### config.mk
export PLATFORM = sky130hd
export DESIGN_NAME = calc_seq_engine_flat
export DESIGN_NICKNAME = d
export VERILOG_FILES = /design/src/rtl/calc_seq_engine_pkg.sv /design/src/rtl/calc_seq_engine_if.sv /design/src/rtl/calc_seq_engine_bin2bcd.sv /design/src/rtl/calc_seq_engine.sv /design/src/flat_wrapper.sv
export SDC_FILE = /design/constraint.sdc
export NUM_CORES = 1
export LEC_CHECK = 0
export CORE_MARGIN = 8
export CORE_UTILIZATION = 32
export CTS_BUF_LIST = sky130_fd_sc_hd__clkbuf_4
export DETAILED_ROUTE_END_ITERATION = 6
export PLACE_DENSITY = 0.46
export SLEW_MARGIN = 10
export SYNTH_ARGS = -nofsm -noshare
export SYNTH_HDL_FRONTEND = slang
export SYNTH_SLANG_ARGS = --single-unit
export TNS_END_PERCENT = 10
### constraint.sdc
create_clock -name clk -period 6.35 [get_ports clk]
set_input_delay 1.27 -clock clk [delete_from_list [all_inputs] [get_ports clk]]
set_output_delay 1.27 -clock clk [all_outputs]
set_load 0.03 [all_outputs]
### src/rtl/calc_seq_engine_pkg.sv
// -----------------------------------------------------------------------------
// calc_pkg
// Shared definitions for the sequential BCD calculator core:
//   - opcode encodings (OP_ADD .. OP_MOD); every other code is invalid
//   - FSM state encoding for calc_seq_engine
//   - digits_to_bits(): binary width needed to hold 10^digits - 1
// -----------------------------------------------------------------------------
package calc_pkg;

   localparam logic [2:0] OP_ADD = 3'b001;
   localparam logic [2:0] OP_SUB = 3'b010;
   localparam logic [2:0] OP_MUL = 3'b011;
   localparam logic [2:0] OP_DIV = 3'b100;
   localparam logic [2:0] OP_MOD = 3'b101;

   typedef enum logic [2:0] {
      IDLE = 3'd0,
      LOAD = 3'd1,
      EXEC = 3'd2,
      CONV = 3'd3,
      DONE = 3'd4
   } state_t;

   // Bits needed for the largest value of 'digits' decimal digits.
   // clog2(10^d) works because 10^d is never a power of two for d >= 1.
   function automatic int digits_to_bits(input int digits);
      int maxv;
      maxv = 1;
      for (int i = 0; i < digits; i++) maxv = maxv * 10;
      return $clog2(maxv);
   endfunction

endpackage

### src/rtl/calc_seq_engine_if.sv
// -----------------------------------------------------------------------------
// calc_seq_engine_if
// Handshake and data bundle between the operand-entry side (master) and the
// calculator core (slave).
//   start       master->slave  request, sampled by the core only when idle
//   op          master->slave  3-bit opcode
//   a_bcd/b_bcd master->slave  packed BCD operands, digit 0 in the LSBs
//   busy        slave->master  operation in flight
//   done        slave->master  one-cycle pulse, result/err/neg valid
//   err         slave->master  bad digit, bad opcode or division by zero
//   neg         slave->master  sign of a subtraction result
//   result_bcd  slave->master  packed BCD result, 2*DIGITS digits
// DIGITS must match the DIGITS parameter of the attached core.
// -----------------------------------------------------------------------------
interface calc_seq_engine_if #(
   parameter int DIGITS = 2
);
   localparam int RES_DIGITS = 2 * DIGITS;

   logic                      start;
   logic [2:0]                op;
   logic [4*DIGITS-1:0]       a_bcd;
   logic [4*DIGITS-1:0]       b_bcd;
   logic                      busy;
   logic                      done;
   logic                      err;
   logic                      neg;
   logic [4*RES_DIGITS-1:0]   result_bcd;

   modport master (
      output start, op, a_bcd, b_bcd,
      input  busy, done, err, neg, result_bcd
   );

   modport slave (
      input  start, op, a_bcd, b_bcd,
      output busy, done, err, neg, result_bcd
   );

endinterface

### src/rtl/calc_seq_engine_bin2bcd.sv
// -----------------------------------------------------------------------------
// bin2bcd_seq
// Serial double-dabble converter: one bit per clock, exactly RW shift cycles
// after the load.
//   clk, reset  clock and asynchronous active-high reset
//   start       load 'bin' and clear the BCD accumulator (one-cycle pulse)
//   bin         RW-bit binary value, sampled on the start edge
//   bcd         ND packed BCD digits; final once the done cycle has passed
//   done        high during the cycle whose edge performs the last shift
// Values that need more than ND digits lose their top digit(s); the caller
// sizes ND so that this cannot happen for its operand range.
// -----------------------------------------------------------------------------
module bin2bcd_seq #(
   parameter int RW = 14,
   parameter int ND = 4
) (
   input  logic              clk,
   input  logic              reset,
   input  logic              start,
   input  logic [RW-1:0]     bin,
   output logic [4*ND-1:0]   bcd,
   output logic              done
);

   localparam int CW = $clog2(RW);

   logic [RW-1:0]    sh;
   logic [4*ND-1:0]  bcd_q;
   logic [4*ND-1:0]  adj;
   logic [CW-1:0]    cnt;
   logic             active;

   // Add 3 to every digit >= 5 so the following shift carries correctly.
   always_comb begin
      adj = bcd_q;
      for (int i = 0; i < ND; i++) begin
         if (bcd_q[4*i +: 4] >= 4'd5) adj[4*i +: 4] = bcd_q[4*i +: 4] + 4'd3;
      end
   end

   always_ff @(posedge clk or posedge reset) begin
      if (reset) begin
         sh     <= '0;
         bcd_q  <= '0;
         cnt    <= '0;
         active <= 1'b0;
      end else if (start) begin
         sh     <= bin;
         bcd_q  <= '0;
         cnt    <= '0;
         active <= 1'b1;
      end else if (active) begin
         {bcd_q, sh} <= {adj[4*ND-2:0], sh, 1'b0};
         cnt         <= cnt + CW'(1);
         if (cnt == CW'(RW-1)) active <= 1'b0;
      end
   end

   assign done = active && (cnt == CW'(RW-1));
   assign bcd  = bcd_q;

endmodule

### src/rtl/calc_seq_engine.sv
// -----------------------------------------------------------------------------
// calc_seq_engine
// Sequential BCD arithmetic core. Two DIGITS-digit BCD operands are converted
// to binary, combined (add, |sub|, mul, div, mod) and the result converted
// back to 2*DIGITS BCD digits with a serial double-dabble.
//   clk    system clock
//   reset  asynchronous active-high reset; aborts any operation in flight
//   bus    calc_seq_engine_if.slave: start/op/a_bcd/b_bcd in,
//          busy/done/err/neg/result_bcd out
// Latency from the start-sampling edge to the edge raising done:
//   add/sub RW+3, mul/div/mod RW+OPW+3, any error 2.
// Build option: define SIGNED_SUB_EN to report the sign of A-B on neg;
// without it neg is constant 0 and sub returns |A-B|.
// -----------------------------------------------------------------------------
module calc_seq_engine
   import calc_pkg::*;
#(
   parameter int DIGITS = 2
) (
   input  logic              clk,
   input  logic              reset,
   calc_seq_engine_if.slave  bus
);

   localparam int RES_DIGITS = 2 * DIGITS;
   localparam int OPW        = digits_to_bits(DIGITS);
   localparam int RW         = 2 * OPW;
   localparam int CW         = $clog2(OPW + 1);

   state_t                   state;
   state_t                   next_state;

   logic [4*DIGITS-1:0]      a_bcd_q;
   logic [4*DIGITS-1:0]      b_bcd_q;
   logic [2:0]               op_q;

   logic [OPW-1:0]           a_bin;
   logic [OPW-1:0]           b_bin;
   logic                     err_q;

   logic [RW-1:0]            prod;
   logic [RW-1:0]            mcand;
   logic [OPW-1:0]           mplier;
   logic [OPW-1:0]           quo;
   logic [OPW:0]             rem;
   logic [CW-1:0]            cnt;

   logic                     done_q;
   logic                     err_o;
   logic [4*RES_DIGITS-1:0]  result_q;

   logic [OPW-1:0]           a_conv;
   logic [OPW-1:0]           b_conv;
   logic                     digits_ok;
   logic                     op_ok;
   logic                     load_err;
   logic [OPW:0]             rem_sh;
   logic                     div_ge;
   logic [RW-1:0]            exec_res;
   logic                     exec_last;
   logic                     busy_c;
   logic                     conv_start;
   logic [4*RES_DIGITS-1:0]  conv_bcd;
   logic                     conv_last;

`ifdef SIGNED_SUB_EN
   logic                     neg_q;
   logic                     neg_o;
`endif

   // |x - y| computed in signed arithmetic, zero-extended to RW bits.
   function automatic logic [RW-1:0] abs_diff(input logic [OPW-1:0] x,
                                              input logic [OPW-1:0] y);
      logic signed [OPW:0] d;
      d = $signed({1'b0, x}) - $signed({1'b0, y});
      if (d < 0) d = -d;
      return {{(RW-OPW-1){1'b0}}, d};
   endfunction

   // BCD to binary: multiply-by-10 accumulate from the most significant digit.
   always_comb begin
      a_conv    = '0;
      b_conv    = '0;
      digits_ok = 1'b1;
      for (int i = DIGITS - 1; i >= 0; i--) begin
         if ((a_bcd_q[4*i +: 4] > 4'd9) || (b_bcd_q[4*i +: 4] > 4'd9)) digits_ok = 1'b0;
         a_conv = a_conv * OPW'(10) + OPW'(a_bcd_q[4*i +: 4]);
         b_conv = b_conv * OPW'(10) + OPW'(b_bcd_q[4*i +: 4]);
      end
   end

   assign op_ok    = (op_q >= OP_ADD) && (op_q <= OP_MOD);
   assign load_err = !digits_ok || !op_ok ||
                     (((op_q == OP_DIV) || (op_q == OP_MOD)) && (b_conv == '0));

   // Restoring division step: bring down the next dividend bit, subtract if it fits.
   assign rem_sh = {rem[OPW-1:0], quo[OPW-1]};
   assign div_ge = (rem_sh >= {1'b0, b_bin});

   // Add/sub finish in their single EXEC cycle; the iterative ops run OPW
   // steps and hand over their registered result on the following cycle.
   assign exec_last = (op_q == OP_ADD) || (op_q == OP_SUB) || (cnt == CW'(OPW));

   always_comb begin
      exec_res = '0;
      case (op_q)
         OP_ADD:  exec_res = {{OPW{1'b0}}, a_bin} + {{OPW{1'b0}}, b_bin};
         OP_SUB:  exec_res = abs_diff(a_bin, b_bin);
         OP_MUL:  exec_res = prod;
         OP_DIV:  exec_res = {{OPW{1'b0}}, quo};
         OP_MOD:  exec_res = {{(RW-OPW-1){1'b0}}, rem};
         default: exec_res = '0;
      endcase
   end

   // ---- FSM: state register ----
   always_ff @(posedge clk or posedge reset) begin
      if (reset) state <= IDLE;
      else       state <= next_state;
   end

   // ---- FSM: next-state logic ----
   always_comb begin
      next_state = state;
      case (state)
         IDLE:    if (bus.start) next_state = LOAD;
         LOAD:    next_state = load_err ? DONE : EXEC;
         EXEC:    if (exec_last) next_state = CONV;
         CONV:    if (conv_last) next_state = DONE;
         DONE:    next_state = IDLE;
         default: next_state = IDLE;
      endcase
   end

   // ---- FSM: outputs ----
   always_comb begin
      busy_c     = 1'b0;
      conv_start = 1'b0;
      case (state)
         IDLE:    busy_c = 1'b0;
         EXEC: begin
            busy_c     = 1'b1;
            conv_start = exec_last;
         end
         default: busy_c = 1'b1;
      endcase
   end

   // ---- Datapath and result registers ----
   always_ff @(posedge clk or posedge reset) begin
      if (reset) begin
         a_bcd_q  <= '0;
         b_bcd_q  <= '0;
         op_q     <= '0;
         a_bin    <= '0;
         b_bin    <= '0;
         err_q    <= 1'b0;
         prod     <= '0;
         mcand    <= '0;
         mplier   <= '0;
         quo      <= '0;
         rem      <= '0;
         cnt      <= '0;
         done_q   <= 1'b0;
         err_o    <= 1'b0;
         result_q <= '0;
`ifdef SIGNED_SUB_EN
         neg_q    <= 1'b0;
         neg_o    <= 1'b0;
`endif
      end else begin
         done_q <= 1'b0;
         case (state)
            IDLE: begin
               if (bus.start) begin
                  a_bcd_q <= bus.a_bcd;
                  b_bcd_q <= bus.b_bcd;
                  op_q    <= bus.op;
               end
            end
            LOAD: begin
               a_bin  <= a_conv;
               b_bin  <= b_conv;
               err_q  <= load_err;
               prod   <= '0;
               mcand  <= {{OPW{1'b0}}, a_conv};
               mplier <= b_conv;
               quo    <= a_conv;
               rem    <= '0;
               cnt    <= '0;
`ifdef SIGNED_SUB_EN
               neg_q  <= 1'b0;
`endif
            end
            EXEC: begin
`ifdef SIGNED_SUB_EN
               if (op_q == OP_SUB) neg_q <= (b_bin > a_bin);
`endif
               if (!exec_last) begin
                  // Shift-add multiply and restoring divide advance together;
                  // only the one matching op_q is selected into exec_res.
                  if (mplier[0]) prod <= prod + mcand;
                  mcand  <= mcand << 1;
                  mplier <= mplier >> 1;
                  if (div_ge) begin
                     rem <= rem_sh - {1'b0, b_bin};
                     quo <= {quo[OPW-2:0], 1'b1};
                  end else begin
                     rem <= rem_sh;
                     quo <= {quo[OPW-2:0], 1'b0};
                  end
                  cnt <= cnt + CW'(1);
               end
            end
            DONE: begin
               done_q   <= 1'b1;
               err_o    <= err_q;
               result_q <= err_q ? '0 : conv_bcd;
`ifdef SIGNED_SUB_EN
               neg_o    <= neg_q;
`endif
            end
            default: ;
         endcase
      end
   end

   bin2bcd_seq #(
      .RW (RW),
      .ND (RES_DIGITS)
   ) u_bin2bcd (
      .clk   (clk),
      .reset (reset),
      .start (conv_start),
      .bin   (exec_res),
      .bcd   (conv_bcd),
      .done  (conv_last)
   );

   assign bus.busy       = busy_c;
   assign bus.done       = done_q;
   assign bus.err        = err_o;
   assign bus.result_bcd = result_q;
`ifdef SIGNED_SUB_EN
   assign bus.neg        = neg_o;
`else
   assign bus.neg        = 1'b0;
`endif

endmodule

### src/flat_wrapper.sv
// flat-port wrapper written by rule: the top's interface ports become plain ports
module calc_seq_engine_flat import calc_pkg::*;
#(
   parameter int DIGITS = 2
)
  (clk, reset, bus_start, bus_op, bus_a_bcd, bus_b_bcd, bus_busy, bus_done, bus_err, bus_neg, bus_result_bcd);
  calc_seq_engine_if #(.DIGITS(DIGITS)) bus_i ();
  input  logic clk;
  input  logic reset;
  input wire logic [$bits(bus_i.start)-1:0] bus_start;
  input wire logic [$bits(bus_i.op)-1:0] bus_op;
  input wire logic [$bits(bus_i.a_bcd)-1:0] bus_a_bcd;
  input wire logic [$bits(bus_i.b_bcd)-1:0] bus_b_bcd;
  output wire logic [$bits(bus_i.busy)-1:0] bus_busy;
  output wire logic [$bits(bus_i.done)-1:0] bus_done;
  output wire logic [$bits(bus_i.err)-1:0] bus_err;
  output wire logic [$bits(bus_i.neg)-1:0] bus_neg;
  output wire logic [$bits(bus_i.result_bcd)-1:0] bus_result_bcd;
  assign bus_i.start = bus_start;
  assign bus_i.op = bus_op;
  assign bus_i.a_bcd = bus_a_bcd;
  assign bus_i.b_bcd = bus_b_bcd;
  assign bus_busy = bus_i.busy;
  assign bus_done = bus_i.done;
  assign bus_err = bus_i.err;
  assign bus_neg = bus_i.neg;
  assign bus_result_bcd = bus_i.result_bcd;
  calc_seq_engine #(.DIGITS(DIGITS)) u_core (.clk(clk), .reset(reset), .bus(bus_i));
endmodule
# After elaboration in Yosys (flattened, before gate mapping)
# Cells that the tools add are included.
word_totals:
  register_bits: 143
  input_bits: 22
  output_inout_bits: 20
  elab_cells: 124
op_classes:
  n_addsub: 13
  n_mul: 2
  n_lt_le_gt_ge: 12
  eq_ne: 16
  mux: 41
  n_reduce_logical: 20
ops:
  columns: ["cell", "n"]
  rows:
  - ["2-to-1 mux 14 bit", 5]
  - ["case mux 14 bit (5 select lines)", 1]
  - ["case mux 14 bit (2 select lines)", 2]
  - ["2-to-1 mux 16 bit", 3]
  - ["case mux 7 bit (2 select lines)", 2]
  - ["2-to-1 mux 8 bit", 3]
  - ["2-to-1 mux 4 bit", 5]
  - ["2-to-1 mux 3 bit", 6]
  - [">= comparator 4 x 3 -> 1 bit (second input constant)", 4]
  - ["greater-than comparator 4 bit (second input constant)", 4]
  - ["case mux 8 bit (2 select lines)", 1]
  - ["adder 14 bit", 1]
  - ["adder 7 x 4 -> 7 bit", 2]
  - ["2-to-1 mux 7 bit", 2]
  - ["adder 4 x 2 -> 4 bit (second input constant)", 3]
  - ["== test 3 x 2 -> 1 bit (second input constant)", 4]
  - ["== test 3 bit (second input constant)", 4]
  - ["multiplier 4 x 3 -> 6 bit (second input constant)", 2]
  - ["case mux 3 bit (4 select lines)", 1]
  - ["2-to-1 mux 1 bit", 9]
  - ["adder 7 x 7 -> 8 bit", 1]
  - [">= comparator 8 x 7 -> 1 bit", 1]
  - ["< comparator 8 x 1 -> 1 bit (second input constant)", 1]
  - ["negator 8 bit", 1]
  - ["other kinds (20)", 36]

# Longest topological paths before layout
# Gate-level depths: netlist (run 1).
logic_depth:
  word_depth: 9
  ltp_mapped: 11

# Hierarchy
# Synthesis (run 1) repeated with hierarchy kept, for this count alone.
hier_totals:
  hier_cells: 888
  hier_area_um2: 8428.1
by_module_without_submodules:
  columns: ["mod", "n_inst", "cells_per_inst", "area_per_inst_um2", "seq_area_each_um2"]
  rows:
  - ["calc_seq_engine", 1, 696, 6553.8, 2702.6]
  - ["bin2bcd_seq", 1, 192, 1874.3, 875.8]

# Worst setup path before layout (run 1)
# No wires, ideal clock.
synth_timing:
  kind: "register -> register"
  startpoint: "register u_core.quo[6]"
  endpoint: "register u_core.rem[0]"
  t_arrival_ns: 2.402
  required_ns: 6.267
  path_slack_ns: 3.865
  stages_incl_launch_ff: 11
  path_cell_list: "dfrtp_1 inv_1 ha_1 inv_1 fa_1 a21o_1 a21oi_1 o21ai_0 a21oi_2 mux2_2 o21ai_0"
synth_between:
  elab_chain_len: 4
synth_lines:
  columns: ["element", "line", "source"]
  rows:
  - ["start, declared", "calc_seq_engine.sv:44", "logic [OPW-1:0] quo;"]
  - ["start signal, assigned", "calc_seq_engine.sv:188", "quo <= a_conv;"]
  - ["start signal, assigned", "calc_seq_engine.sv:207", "quo <= {quo[OPW-2:0], 1'b1};"]
  - ["start signal, assigned", "calc_seq_engine.sv:210", "quo <= {quo[OPW-2:0], 1'b0};"]
  - ["subtractor 8 x 7 -> 8 bit or >= comparator 8 x 7 -> 1 bit (tied branches)", "calc_seq_engine.sv:206, calc_seq_engine.sv:98", null]
  - ["2-to-1 mux 8 bit *", "calc_seq_engine.sv:205", "if (div_ge) begin"]
  - ["2-to-1 mux 8 bit *", "calc_seq_engine.sv:199", "if (!exec_last) begin"]
  - ["case mux 8 bit (2 select lines) *", "calc_seq_engine.sv:173", "case (state)"]
  - ["end signal, assigned", "calc_seq_engine.sv:206", "rem <= rem_sh - {1'b0, b_bin};"]
  - ["end signal, assigned", "calc_seq_engine.sv:209", "rem <= rem_sh;"]
  - ["end, declared", "calc_seq_engine.sv:45", "logic [OPW:0] rem;"]
# Mark *: on every way between the ends. The rest lies on a longest branch, timed or not. The select of a mux whose other input is x is not followed.
# A chain may end at the register's enable or synchronous reset.

# Worst setup path after layout (run 1)
layout_timing:
  startpoint: "register u_core.state[2]"
  endpoint: "output bus_busy"
layout_between:
  elab_chain_len: 2
layout_lines:
  columns: ["element", "line", "source"]
  rows:
  - ["start, declared", "calc_seq_engine.sv:30", "state_t state;"]
  - ["start signal, assigned", "calc_seq_engine.sv:119", "else state <= next_state;"]
  - ["zero test 3 bit", "calc_seq_engine.sv:139", "case (state)"]
  - ["2-to-1 mux 1 bit", "calc_seq_engine.sv:139", null]
  - ["end, declared", "flat_wrapper.sv:14", "output wire logic [$bits(bus_i.busy)-1:0] bus_busy;"]
# Every way passes these cells.

==> impl_metrics.yaml, run 1 <==
grt:
  grt_antenna_before_repair: 1
  grt_overflow: 0
  grt_max_degree: 57
  grt_pass1_wl_um: 36300
  grt_usage_pct: 13.7
  grt_pass1_vias: 6768
setup_path:
  cp_max_fo: 9
  worstSetupPathType: "flop to output pin"
  critPathLaunchType: "flop"
  reg2reg_depth: 6
  r2r_end: "u_core.prod[12]$_DFFE_PP0P_"
  r2r_slack_ns: 3.51
  reg2reg_from: "u_core.op_q[0]$_DFFE_PP0P_"
  arrival_ns: 2.11
  endpoint: "bus_busy"
  critical_path.startpoint: "u_core.state[2]$_DFFE_PP0P_"
  cp.required_ns: 5.08
  crit_path_end_kind: "output pin"
routing:
  num_vias: 6662
  drc: 0
  dr.pass1.iters: 5
  ant_nets: 0
  totalWireLength_um: 21900
  wl_per_cell_um: 16.9
  avgViaCountPerCell: 5.12
  drt_iter0_drc: 369
layout:
  mostFrequentLayoutCells: "dfrtp_1, nand2_1, o21ai_0"
  drive_gt1_share_pct: 7.62
  multi_input_area_um2: 4690
  layout.nets: 1034
  finish.utilization_pct: 36.1
  final_common_cell: "dfrtp_1"
  ff_latch_area_um2: 3580
  syn2layout_area_growth_pct: 11.9
  fillerInstances: 2782
synth:
  synthDistinctLibCells: 66
  synth_seq_area_share_pct: 41.5
  syn_inst: 925
  postSynthAreaPerCell_um2: 9.32
  yosysWarningCount: 0
  synth_edf_count: 0
  syn_area_um2: 8620
  synth_top_area_share_pct: 41.5
  yosys-top-cells-area: "dfrtp_1, ha_1, o21ai_0, nand2_1, mux2i_1"
  synthArstFlopShare_pct: 100
  ys_seq_elements: 143
  yosysTopAreaCell: "dfrtp_1"
  syn_nets: 1014
  synth-main-ff-cell: "dfrtp_1"
die:
  row_count: 60
  initial_core_util_pct: 32.2
  dieWidth_um: 180
  coreArea_um2: 26700
  die_y_um: 180
  die_area_um2: 32400
  io_pins: 42
clock_network:
  clk_pin_slew_ns: 0.16
  clk-insertion-delay-late_ns: 0.57
  cts_hold_buf: 0
  cts_made_buffers: 17
  cts.sinks: 143
  root_buffer: "clkbuf_4"
  postCtsSetupBuffers: 0
  ctsLongestPathBuffers: 2
  cts_max_level: 4
  tritoncts: "done"
  cts_resized: 0
pwr:
  vdd_drop_max_v: 0.000246
  p_per_area_nw_per_um2: 593
  p_leak_nw: 4.31
timing:
  max_slew_margin_pct: 30.1
  worst_pin_slew_ns: 1.05
  fin_hold_ws_ns: 0.496
  period_needed_ns: 3.38
  maxSlewViolCount: 0
  fmax_mhz: 295
  fin_setup_tns_ns: 0
  rsz0062_at_grt: "no"
  fin_crit_sh_pct: 53.3
  fin_skew_ns: 0.0389
  hold_viol: 0
  setup-violations-final: 0
placed_design:
  gp_congestion: 0.831
  hpwl_um: 16000
  portBuffers: 40
min_path:
  hold_class: "flop to flop"
outcome:
  outcome: "completed"
flow_run:
  maxCapViolCount: 0
==> routing by layer <==
metal | vias to the layer above | part of all wire (%) | GRT usage (%)
met5 | - | 0 | 0
met4 | 0 | 2.1 | 5.36
met3 | 30 | 3.6 | 2.64
met2 | 131 | 43 | 20.8
met1 | 3153 | 51 | 19.1
li1 | 3348 | - | -
==> layout make-up <==
| cell class | count | share of cell area [%] |
|---|---|---|
| antenna | 1 | 0.0260 |
| multi-input combinational | 692 | 48.7 |
| sequential | 143 | 37.1 |
| clock buffer | 17 | 1.32 |
| timing repair buffer | 49 | 4.85 |
| inverter | 42 | 1.69 |
| tap | 341 | 4.43 |
| clock inverter | 15 | 1.88 |
==> cells in the mapped netlist, drive strengths merged, types with 9 or more instances <==
library cell,n
nor3,11
mux2i,27
nand2b,23
nand3,42
dfrtp,143
xor2,14
buf,12
mux2,18
inv,42
clkbuf,36
a21oi,53
xnor2,25
a21o,17
o22ai,11
a211oi,13
o31ai,9
nand2,98
o21ai,90
nor2,60
ha,59
==> registers in the layout, indices dropped and copies added, names as in the netlist <==
register,count
u_core.rem,8
u_core.mcand,14
u_core.bus.done,1
u_core.cnt,3
u_core.state,3
u_core.err_q,1
u_core.u_bin2bcd.active,1
u_core.prod,14
u_core.u_bin2bcd.cnt,4
u_core.op_q,3
u_core.quo,7
u_core.b_bin,7
u_core.mplier,7
u_core.bus.err,1
u_core.a_bcd_q,8
u_core.bus.result_bcd,16
u_core.a_bin,7
u_core.u_bin2bcd.bcd,16
u_core.b_bcd_q,8
u_core.u_bin2bcd.sh,14
==> through the flow <==
step                      power, mW  instance area (um2)  worst slack, ns  std cells
after floorplan                4.22                 8620             1.24        925
after detailed placement       5.14                 9330             3.45       1267
final                          5.72                 9640             2.97       1300
after CTS                      5.79                 9640             2.90       1299
after global placement         5.13                 9330             3.45       1267
after global routing           6.27                 9640             2.85       1300
==> worst max-delay path, cell delays in order, from the launching register on <==
cell and delay [ns]:
dfrtp_1 0.50, or3_1 0.44, clkdlybuf4s50_1 0.62
==> worst min path at each step <==
stage / startpoint / endpoint / slack (ns) / depth (start not counted)
final: u_core.bus.result_bcd[15]$_DFFE_PP0P_ / u_core.bus.result_bcd[15]$_DFFE_PP0P_ / 0.50 / 2
after global routing: u_core.bus.result_bcd[10]$_DFFE_PP0P_ / u_core.bus.result_bcd[10]$_DFFE_PP0P_ / 0.53 / 2
after CTS: u_core.cnt[1]$_DFFE_PP0P_ / u_core.cnt[1]$_DFFE_PP0P_ / 0.50 / 2
after detailed placement: u_core.cnt[1]$_DFFE_PP0P_ / u_core.cnt[1]$_DFFE_PP0P_ / 0.47 / 2
after global placement: u_core.cnt[1]$_DFFE_PP0P_ / u_core.cnt[1]$_DFFE_PP0P_ / 0.46 / 2
after floorplan: u_core.cnt[1]$_DFFE_PP0P_ / u_core.cnt[1]$_DFFE_PP0P_ / 0.44 / 2
==> power breakdown <==
group	switching (mW)	internal, mW
clock	0.432	0.188
sequential	0.422	1.29
combinational	1.97	1.41
total	2.82	2.89
==> cell families after synthesis <==
family	after synthesis	synth area share (%)
simple gates	283	15.5
compound gates	257	19.0
flops	143	41.5
buf+inv	90	4.05
fa+ha+maj	67	10.4
mux	45	5.49
xor+xnor	39	3.96
other cells	1	0.0435
No activity file was read; power rests on OpenSTA's default activity.
==> run 2, diff against run 1 <==
Clock period 6.35 ns to 3.42 ns, I/O delays scaled along.
==> impl_metrics.yaml, run 2 (same netlist as run 1, synthesis figures left out) <==
outcome:
  outcome: "completed"
timing:
  fin_skew_ns: 0.0299
  setup-violations-final: 0
  worst_pin_slew_ns: 1.01
  rsz0062_at_grt: "no"
  hold_viol: 0
  fin_setup_tns_ns: 0
  period_needed_ns: 2.79
  maxSlewViolCount: 0
  fmax_mhz: 358
  max_slew_margin_pct: 32.6
  fin_crit_sh_pct: 81.7
setup_path:
  cp.required_ns: 2.74
  critPathLaunchType: "flop"
  worstSetupPathType: "flop to output pin"
  reg2reg_from: "u_core.b_bin[3]$_DFFE_PP0P_"
  arrival_ns: 2.11
  crit_path_end_kind: "output pin"
  cp_max_fo: 9
  critical_path.startpoint: "u_core.state[2]$_DFFE_PP0P_"
routing:
  totalWireLength_um: 21700
  num_vias: 6702
  dr.pass1.iters: 5
  avgViaCountPerCell: 5.13
  ant_nets: 0
  drc: 0
  wl_per_cell_um: 16.6
  drt_iter0_drc: 354
grt:
  grt_overflow: 0
  grt_pass1_wl_um: 36100
  grt_pass1_vias: 6661
  grt_antenna_before_repair: 1
  grt_usage_pct: 13.7
  grt_max_degree: 63
layout:
  final_common_cell: "dfrtp_1"
  drive_gt1_share_pct: 8.20
  layout.nets: 1040
  syn2layout_area_growth_pct: 12.0
  mostFrequentLayoutCells: "dfrtp_1, nand2_1, o21ai_0"
clock_network:
  postCtsSetupBuffers: 0
  clk_pin_slew_ns: 0.13
  clk-insertion-delay-late_ns: 0.56
  cts.sinks: 143
  tritoncts: "done"
  cts_max_level: 4
  cts_resized: 0
  ctsLongestPathBuffers: 2
  cts_made_buffers: 17
  root_buffer: "clkbuf_4"
  cts_hold_buf: 0
min_path:
  hold_class: "flop to flop"
  min-delay-start: "u_core.cnt[1]$_DFFE_PP0P_"
die:
  coreArea_um2: 26700
  dieWidth_um: 180
  die_y_um: 180
  io_pins: 42
  die_area_um2: 32400
  row_count: 60
  initial_core_util_pct: 32.2
pwr:
  vdd_drop_max_v: 0.000471
  p_leak_nw: 4.31
  p_per_area_nw_per_um2: 1100
  p_total_mw: 10.6
placed_design:
  hpwl_um: 16200
  gp_congestion: 0.790
  portBuffers: 40
flow_run:
  maxCapViolCount: 0
## run 2: cell count changes in the layout (fill, tap and decap cells not counted), moves of 2 or more
cell	delta
inv_8	-4
clkinvlp_4	+5
buf_4	+4
clkinv_8	-5
inv_6	+3
buf_12	+2
## run 2: worst max-delay path, cell delays in order (launching register included)
cell and delay [ns]:
dfrtp_1 0.51, or3_1 0.44, clkdlybuf4s50_1 0.62
## run 2: path summary, 6_finish.rpt
| kind | end | slack (ns) | depth (start not counted) |
|---|---|---|---|
| max in group asynchronous | u_core.a_bcd_q[0]$_DFFE_PP0P_ | 2.07 | 3 |
| setup reg to reg | u_core.u_bin2bcd.sh[6]$_DFFE_PP0P_ | 0.78 | 8 |
| min in group asynchronous | u_core.bus.result_bcd[4]$_DFFE_PP0P_ | 0.57 | 2 |
| hold / removal | u_core.cnt[1]$_DFFE_PP0P_ | 0.49 | 2 |
| hold reg to reg | u_core.cnt[1]$_DFFE_PP0P_ | 0.49 | 2 |
| setup / recovery | bus_busy | 0.63 | 2 |
## run 2: cell type report
cell class                      count  area, um2
Tap cell                          341        427
Antenna cell                        2       5.00
Clock buffer                       17        128
Clock inverter                     15        125
Multi-Input combinational cell    692       4690
Inverter                           42        161
Fill cell                        2771      17100
Sequential cell                   143       3580
Timing Repair Buffer               55        538
## run 2: layer usage
metal	part of all wire (%)	GRT usage (%)
met3	4.0	2.90
met4	1.4	3.70
met2	45	21.9
met5	0	0
met1	49	18.4
## run 2: per-stage QoR
step	hold WS (ns)	area (um2)	utilization, %	worst slack, ns	cells
after global routing	0.511	9660	36.1	0.528	1307
after global placement	0.456	9400	35.2	0.876	1273
after floorplan	0.443	8620	-	0.935	925
after CTS	0.500	9650	36.1	0.587	1305
after detailed placement	0.467	9400	35.2	0.794	1273
final	0.490	9660	36.1	0.627	1307
## run 2: power by group
part | internal [mW] | switching, mW
clock | 0.307 | 0.716
combinational | 2.68 | 3.77
sequential | 2.40 | 0.729
total | 5.38 | 5.21
==> run 3, diff against run 2 <==
Settings changed: PLACE_DENSITY 0.46 to 0.47.
Clock period 3.42 ns to 2.55 ns, I/O delays scaled along.
==> impl_metrics.yaml, run 3 (same netlist as run 1, synthesis figures left out) <==
placed_design:
  gp_congestion: 0.804
  portBuffers: 40
  pre_cts_ws_ns: 0.0304
  hpwl_um: 16800
setup_path:
  r2r_slack_ns: 0.13
  cp_max_fo: 4
  r2r_end: "u_core.err_q$_DFFE_PP0P_"
  reg2reg_from: "u_core.b_bcd_q[7]$_DFFE_PP0P_"
  arrival_ns: 2.91
  worstSetupPathType: "flop to flop"
  critPathLaunchType: "flop"
  cp.required_ns: 3.04
  reg2reg_depth: 8
  crit_path_end_kind: "flop"
clock_network:
  clk_pin_slew_ns: 0.14
  postCtsSetupBuffers: 0
  root_buffer: "clkbuf_4"
  cts.sinks: 143
  clk-insertion-delay-late_ns: 0.59
  cts_hold_buf: 0
  tritoncts: "done"
  ctsLongestPathBuffers: 2
  cts_made_buffers: 17
  cts_max_level: 4
timing:
  fmax_mhz: 413
  rsz0062_at_grt: "no"
  maxSlewViolCount: 0
  fin_setup_tns_ns: 0
  hold_viol: 0
  max_slew_margin_pct: 30.3
  period_needed_ns: 2.42
  fin_ws_ns: 0.127
  worst_pin_slew_ns: 1.04
  setup-violations-final: 0
  fin_crit_sh_pct: 95.0
  fin_skew_ns: 0.0404
grt:
  grt_pass1_wl_um: 36900
  use_met3_pct: 3.13
  grt_antenna_before_repair: 1
  grt_overflow: 0
  grt_max_degree: 56
  grtUsageMet2_pct: 21.8
  grt_busiest_layer: "met2"
  grt_use_met1_pct: 19.3
  grt_pass1_vias: 6796
  grt_usage_pct: 14.1
layout:
  final_common_cell: "dfrtp_1"
  layout.nets: 1069
  mostFrequentLayoutCells: "dfrtp_1, nand2_1, o21ai_0"
  fillerInstances: 2780
  syn2layout_area_growth_pct: 15.1
  drive_gt1_share_pct: 11.9
routing:
  wl_per_cell_um: 16.7
  ant_nets: 0
  num_vias: 6774
  drt_iter0_drc: 393
  avgViaCountPerCell: 5.07
  drc: 0
  totalWireLength_um: 22300
  dr.pass1.iters: 5
pwr:
  vdd_drop_max_v: 0.000601
  p_sw_mw: 7.16
  switching_share_pct: 48.2
  pwr-share-clk_pct: 9.4
  p_int_mw: 7.69
  p_seq_share_pct: 27.9
  p_leak_nw: 4.46
  p_comb_share_pct: 62.7
  p_per_area_nw_per_um2: 1500
die:
  dieWidth_um: 180
  initial_core_util_pct: 32.2
  row_count: 60
  die_y_um: 180
  io_pins: 42
  die_area_um2: 32400
  coreArea_um2: 26700
min_path:
  hold_class: "input pin to async pin"
flow_run:
  maxCapViolCount: 0
outcome:
  outcome: "completed"
run 3: cell types whose count changed in the layout (fill, tap and decap cells not counted), sizes merged:
| cell | delta |
|---|---|
| buf | +29 |
| clkdlybuf4s50 | -1 |
| clkinvlp | -1 |
| diode | -1 |
| dlygate4sd2 | +1 |
| inv | +1 |
run 3: worst max-delay path by stage:
| stage | start | cells past startpoint | to | slack [ns] |
|---|---|---|---|---|
| 6_report | u_core.b_bcd_q[7]$_DFFE_PP0P_ | 8 | u_core.err_q$_DFFE_PP0P_ | 0.13 |
| 5_1_grt | u_core.quo[6]$_DFFE_PP0P_ | 10 | u_core.rem[0]$_DFFE_PP0P_ | 0.00002 |
| 4_1_cts | u_core.a_bin[0]$_DFFE_PP0P_ | 10 | u_core.u_bin2bcd.sh[5]$_DFFE_PP0P_ | 0.009 |
| 3_5_place_dp | u_core.a_bin[0]$_DFFE_PP0P_ | 10 | u_core.u_bin2bcd.sh[5]$_DFFE_PP0P_ | 0.03 |
| 3_3_place_gp | u_core.a_bin[0]$_DFFE_PP0P_ | 10 | u_core.u_bin2bcd.sh[5]$_DFFE_PP0P_ | 0.11 |
| 2_1_floorplan | u_core.quo[6]$_DFFE_PP0P_ | 10 | u_core.rem[0]$_DFFE_PP0P_ | 0.07 |
run 3: worst max-delay path: stages, from the launching register on:
cell and delay (ns):
dfrtp_1 0.44, ha_1 0.29, ha_1 0.21, fa_1 0.51, nand2_1 0.06, nor2_1 0.11, xnor2_1 0.10, o41a_1 0.47
o21ai_0 0.16
run 3: power by group through the flow:
stage / registers, mW / clock network [mW] / logic, mW
2_1_floorplan: 4.03 / 0 / 6.48
3_3_place_gp: 4.19 / 0 / 9.16
3_5_place_dp: 4.20 / 0 / 9.20
4_1_cts: 4.15 / 1.46 / 9.23
5_1_grt: 4.30 / 1.56 / 10.5
6_report: 4.14 / 1.40 / 9.31
run 3: stage by stage:
stage               total power [mW]  utilization (%)  hold WS (ns)  instances  area [um2]
CTS                             14.8             36.9         0.244       1334        9870
detailed placement              13.4             36.0         0.465       1302        9620
global route                    16.3             37.1         0.256       1335        9920
global placement                13.3             36.0         0.457       1302        9620
finish                          14.8             37.1         0.276       1335        9920
floorplan                       10.5                -         0.443        925        8620
run 3: routing by layer:
| metal | vias up | routed length [um] | share of wire [%] |
|---|---|---|---|
| met5 | - | 0 | 0 |
| met4 | 0 | 262 | 1.2 |
| met3 | 17 | 791 | 3.5 |
| met2 | 106 | 9940 | 45 |
| met1 | 3225 | 11300 | 51 |
| li1 | 3426 | - | - |
run 3: repair_timing:
action	4_1_cts	5_1_grt
gates resized for setup	1	15
pin swaps	0	5
endpoints found under the setup margin	1	13
endpoints found under the hold margin	0	0
run 3: final cells by class:
type / count / area [um2] / share of cell area, %
Antenna cell: 1 / 2.50 / 0.0252
Clock buffer: 17 / 128 / 1.29
Clock inverter: 15 / 125 / 1.26
Inverter: 42 / 161 / 1.63
Multi-Input combinational cell: 692 / 4740 / 47.8
Sequential cell: 143 / 3580 / 36.1
Tap cell: 341 / 427 / 4.30
Timing Repair Buffer: 84 / 754 / 7.61
